## src/rtl/fetch_sequencer_if.sv

```systemverilog
// Signal bundle linking the fetch sequencer to the PC register, byte-wide memory and the IR stage.
interface fetch_sequencer_if;
  logic        Start;
  logic [15:0] PCQ;
  logic        PCE;
  logic [1:0]  PCFunSel;
  logic [15:0] MemAddr;
  logic        MemRead;
  logic        MemAck;
  logic [7:0]  MemData;
  logic [15:0] IR;
  logic        IRValid;
  logic        Busy;
  logic        Error;

  modport master (
    input  Start, PCQ, MemAck, MemData,
    output PCE, PCFunSel, MemAddr, MemRead, IR, IRValid, Busy, Error
  );

  modport slave (
    output Start, PCQ, MemAck, MemData,
    input  PCE, PCFunSel, MemAddr, MemRead, IR, IRValid, Busy, Error
  );
endinterface

```

## src/rtl/fetch_sequencer.sv

```systemverilog
// Two-byte little-endian instruction fetch with PC post-increment after each byte.
// Optional request watchdog enabled by defining FETCH_WATCHDOG_EN.
module fetch_sequencer #(
  parameter int TIMEOUT = 15
) (
  input  logic              Clock,
  input  logic              Reset,
  fetch_sequencer_if.master bus
);
  typedef enum logic [2:0] {IDLE, REQ_LO, INC_LO, REQ_HI, INC_HI, DONE} state_t;

  state_t      state;
  state_t      nxt;
  logic        mem_read_r;
  logic        pce_r;
  logic        irvalid_r;
  logic        busy_r;
  logic [15:0] ir_r;
  logic        in_req;
  logic        timeout;

  assign in_req = (state == REQ_LO) || (state == REQ_HI);

`ifdef FETCH_WATCHDOG_EN
  logic [3:0] wait_cnt;

  // Any state change clears the counter, which covers entry into each REQ state.
  assign timeout = in_req && !bus.MemAck && (wait_cnt == 4'(TIMEOUT));

  always_ff @(posedge Clock) begin
    if (Reset) begin
      wait_cnt <= '0;
    end else if (nxt != state) begin
      wait_cnt <= '0;
    end else if (in_req) begin
      wait_cnt <= wait_cnt + 4'd1;
    end
  end
`else
  logic unused_timeout;

  assign timeout        = 1'b0;
  assign unused_timeout = ^TIMEOUT;
`endif

  always_comb begin
    nxt = state;
    case (state)
      IDLE:    if (bus.Start) nxt = REQ_LO;
      REQ_LO:  if (bus.MemAck) nxt = INC_LO; else if (timeout) nxt = IDLE;
      INC_LO:  nxt = REQ_HI;
      REQ_HI:  if (bus.MemAck) nxt = INC_HI; else if (timeout) nxt = IDLE;
      INC_HI:  nxt = DONE;
      DONE:    nxt = IDLE;
      default: nxt = IDLE;
    endcase
  end

  // Output flags are registered from the next state so they line up with the state register.
  always_ff @(posedge Clock) begin
    if (Reset) begin
      state      <= IDLE;
      mem_read_r <= 1'b0;
      pce_r      <= 1'b0;
      irvalid_r  <= 1'b0;
      busy_r     <= 1'b0;
      ir_r       <= '0;
    end else begin
      state      <= nxt;
      mem_read_r <= (nxt == REQ_LO) || (nxt == REQ_HI);
      pce_r      <= (nxt == INC_LO) || (nxt == INC_HI);
      irvalid_r  <= (nxt == DONE);
      busy_r     <= (nxt != IDLE);
      if ((state == REQ_LO) && bus.MemAck) ir_r[7:0]  <= bus.MemData;
      if ((state == REQ_HI) && bus.MemAck) ir_r[15:8] <= bus.MemData;
    end
  end

  assign bus.PCE      = pce_r;
  assign bus.PCFunSel = pce_r ? 2'b01 : 2'b00;
  assign bus.MemRead  = mem_read_r;
  assign bus.MemAddr  = mem_read_r ? bus.PCQ : 16'h0000;
  assign bus.IR       = ir_r;
  assign bus.IRValid  = irvalid_r;
  assign bus.Busy     = busy_r;
  assign bus.Error    = timeout;
endmodule
```

## src/flat_wrapper.sv

```systemverilog
// flat-port wrapper written by rule: the top's interface ports become plain ports
module fetch_sequencer_flat 
#(
  parameter int TIMEOUT = 15
)
  (Clock, Reset, bus_Start, bus_PCQ, bus_MemAck, bus_MemData, bus_PCE, bus_PCFunSel, bus_MemAddr, bus_MemRead, bus_IR, bus_IRValid, bus_Busy, bus_Error);
  fetch_sequencer_if bus_i ();
  input  logic Clock;
  input  logic Reset;
  input wire logic [$bits(bus_i.Start)-1:0] bus_Start;
  input wire logic [$bits(bus_i.PCQ)-1:0] bus_PCQ;
  input wire logic [$bits(bus_i.MemAck)-1:0] bus_MemAck;
  input wire logic [$bits(bus_i.MemData)-1:0] bus_MemData;
  output wire logic [$bits(bus_i.PCE)-1:0] bus_PCE;
  output wire logic [$bits(bus_i.PCFunSel)-1:0] bus_PCFunSel;
  output wire logic [$bits(bus_i.MemAddr)-1:0] bus_MemAddr;
  output wire logic [$bits(bus_i.MemRead)-1:0] bus_MemRead;
  output wire logic [$bits(bus_i.IR)-1:0] bus_IR;
  output wire logic [$bits(bus_i.IRValid)-1:0] bus_IRValid;
  output wire logic [$bits(bus_i.Busy)-1:0] bus_Busy;
  output wire logic [$bits(bus_i.Error)-1:0] bus_Error;
  assign bus_i.Start = bus_Start;
  assign bus_i.PCQ = bus_PCQ;
  assign bus_i.MemAck = bus_MemAck;
  assign bus_i.MemData = bus_MemData;
  assign bus_PCE = bus_i.PCE;
  assign bus_PCFunSel = bus_i.PCFunSel;
  assign bus_MemAddr = bus_i.MemAddr;
  assign bus_MemRead = bus_i.MemRead;
  assign bus_IR = bus_i.IR;
  assign bus_IRValid = bus_i.IRValid;
  assign bus_Busy = bus_i.Busy;
  assign bus_Error = bus_i.Error;
  fetch_sequencer #(.TIMEOUT(TIMEOUT)) u_core (.Clock(Clock), .Reset(Reset), .bus(bus_i));
endmodule
```

## config.mk

```make
export PLATFORM = sky130hd
export DESIGN_NAME = fetch_sequencer_flat
export DESIGN_NICKNAME = d
export VERILOG_FILES = /design/src/rtl/fetch_sequencer_if.sv /design/src/rtl/fetch_sequencer.sv /design/src/flat_wrapper.sv
export SDC_FILE = /design/constraint.sdc
export NUM_CORES = 1
export LEC_CHECK = 0
export ABC_AREA = 1
export CORE_MARGIN = 8
export CORE_UTILIZATION = 34
export CTS_BUF_LIST = sky130_fd_sc_hd__clkbuf_4 sky130_fd_sc_hd__clkbuf_8
export CTS_CLUSTER_DIAMETER = 40
export CTS_CLUSTER_SIZE = 25
export DETAILED_ROUTE_END_ITERATION = 12
export PLACE_DENSITY = 0.84
export SLEW_MARGIN = 10
export SYNTH_ARGS = -nofsm -noshare
export SYNTH_HDL_FRONTEND = slang
export SYNTH_SLANG_ARGS = --single-unit
export TNS_END_PERCENT = 100
```

## constraint.sdc

```tcl
create_clock -name Clock -period 1.1 [get_ports Clock]
set_input_delay 0.22 -clock Clock [delete_from_list [all_inputs] [get_ports Clock]]
set_output_delay 0.22 -clock Clock [all_outputs]
set_load 0.02 [all_outputs]
```

==> reports/metrics.csv <==
stage;metric;value;unit
run_status;status;finished with violations;
run_status;violations;setup timing;
layout;layout_commonest_cell;nand2_1;
synth;yosys.area_share.simple;38.8;%
sta;worst_slack;-178;ps
routing;drtIter0Drc;68;
critical_path;crit_required;880;ps
sta;rsz0062_at_grt;yes;
routing;wire_per_inst;11.3;um
sta;finalHoldViolCount;0;
critical_path;path_buf_inv;3;
clocking;clockBufferDepth;2;
critical_path;cp-end-kind;output port;
synth;synth_fa_ha_area_share;0;%
critical_path;crit_type;flop to output port;
critical_path;slowest_stage;dfxtp_4;
routing;via_per_inst;4.09;
synth;avgSynthCellArea;6.53;um2
floorplanning;initial_utilization;35.2;%
routing;drc_errors;0;
synth;yosys_warnings;0;
synth;synth_compound_area_share;2.35;%
synth;ys_seq_area_share;43.2;%
layout;final_nets;266;
grt;grt_antenna_before_repair;0;
critical_path;critPathLaunchType;flop;
clocking;cts_max_level;1;
critical_path;cpPeakStageDelay;380;ps
layout;final_area;1850;um2
critical_path;crit_family;flip-flops;
sta;setup_viol_count_final;17;
pwr;finalPower;2.09;mW
synth;synth.area.top_cells;dfxtp_1 43%, nand2_1 16%, nor2_1 13%;
clocking;cts_buffers;3;
pwr;power.leakage;0.976;nW
worst_hold_path;hp-class;input port to flop;
synth;yosysTopAreaCellShare;43.2;%
synth;synth_top_family_by_area;simple AND/OR/NAND/NOR gates;
place;numPortBuffers;64;
synth;synth_top_area_cell;dfxtp_1;
floorplanning;io_pins;67;
routing;drt-pass1-iter-count;4;
critical_path;path_max_fanout;8;
synth;synth_mux_area_share;0;%
floorplanning;fp.dieH;72.0;um
sta;setup_tns;-2730;ps
sta;slew_violations;0;
routing;wirelength;3.19;mm
sta;min_period_over_period;116;%
clocking;ctsRootBufferMaster;clkbuf_4;
floorplanning;dieArea;5180;um2
clocking;worstSkewPairLatency;290;ps
clocking;cts.sinks;23;
critical_path;path_cells;clkbuf_16 -> nand2_2 -> inv_2 -> buf_6;
critical_path;arrival;1060;ps
synth;synth_xor_area_share;0;%
run;cap_violations;0;
place;hpwl;2.56;mm
clocking;cts_tree;yes;
layout;area_delta_synth_final;73.6;%
grt;gr-total-overflow;0;
floorplanning;die_w;72.0;um
sta;period_needed;1280;ps
synth;syn_inst;163;
sta;fin_worst_skew;3.54;ps
sta;fmax;0.782;GHz
grt;grt_pass1_wl;4.95;mm
grt;grt_max_degree;18;
grt;grt_pass1_vias;1075;
place;gp_congestion;0.806;
synth;synth_area;1060;um2
routing;final_antenna_net_count;0;
grt;track_usage;11.7;%
clocking;path_clk_slew;120;ps
pwr;pwr_density_cell;1130;nW/um2
synth;ys_seq_elements;23;
layout;most-common-layout-cells;36 x nand2_1, 35 x nor2_1, 26 x clkdlybuf4s50_1;
floorplanning;num_rows;20;
pwr;irDropWorstVdd;685;uV
synth;synth_cell_types;20;
place;dpl_cell_area;1840;um2
floorplanning;core;3030;um2
routing;vias;1149;
layout;drive_above_1_share;37.1;%
layout;num_antenna_cells;0;
sequential cells by signal (all words and copies together), names as in the netlist:
register            flops
u_core.bus.Busy         1
u_core.bus.IR          16
u_core.bus.IRValid      1
u_core.bus.MemRead      1
u_core.bus.PCE          1
u_core.state            3
metal layers:
metal	global-route usage, %	part of all wire (%)
met1	11.9	38
met2	23.6	56
met3	2.34	4.6
met4	2.04	0.53
met5	0	0
through the flow:
step,hold WS (ps),utilization [%],worst slack [ps],std cells
3_3_place_gp,464,60.9,-496,276
5_1_grt,464,61.0,-242,281
4_1_cts,460,57.9,-165,280
3_5_place_dp,472,60.9,-520,276
6_report,461,61.0,-178,281
2_1_floorplan,289,-,6.85,164
repair_timing:
| action | 4_1_cts | 5_1_grt |
|---|---|---|
| setup buffers | 0 | 0 |
| endpoints found under the setup margin | 38 | 37 |
| hold buffers | 0 | 0 |
| resized for setup | 172 | 30 |
| gates cloned | 0 | 1 |
final timing paths:
kind | cells after the start | from | endpoint | slack (ps)
hold reg to reg | 2 | u_core.bus.IR[8] | u_core.bus.IR[8] | 490
setup reg to reg | 5 | u_core.state[2] | u_core.bus.IR[4] | 90
setup / recovery | 4 | u_core.bus.MemRead | bus_MemAddr[0] | -180
hold / removal | 4 | bus_MemAck | u_core.state[1] | 460
area by class of cell:
type                       instances  area (um2)
timing repair buffer              77         698
inverter                          30         118
tap                               44        55.1
fill                             286        1180
clock buffer                       4        30.0
sequential                        23         469
multi-input combinational        103         478
synth_stat cells, drive strengths merged:
| library cell | n |
|---|---|
| buf | 4 |
| dfxtp | 23 |
| nand2 | 45 |
| nand3 | 11 |
| conb | 1 |
| nor2 | 38 |
| clkbuf | 4 |
| a21oi | 2 |
| nor3 | 2 |
| inv | 29 |
| o21ai | 3 |
| clkinv | 1 |
power by group:
group / total (mW) / switching (mW) / internal [mW]
Sequential: 0.930 / 0.0388 / 0.891
Combinational: 0.758 / 0.390 / 0.367
Clock: 0.402 / 0.236 / 0.165
tightest hold or removal path, cell delays in order:
cell and delay, ps:
dlygate4sd2_1 280, nand3_4 110, nand3_1 80, a21oi_1 40
logic make-up (layout without fill, tap and decap cells):
logic type / count (synthesis) / in the layout
compound gates: 5 / 5
flops: 23 / 23
other cells: 1 / 2
buf+inv: 38 / 111
simple gates: 96 / 96
(Power assumes the default switching activity.)
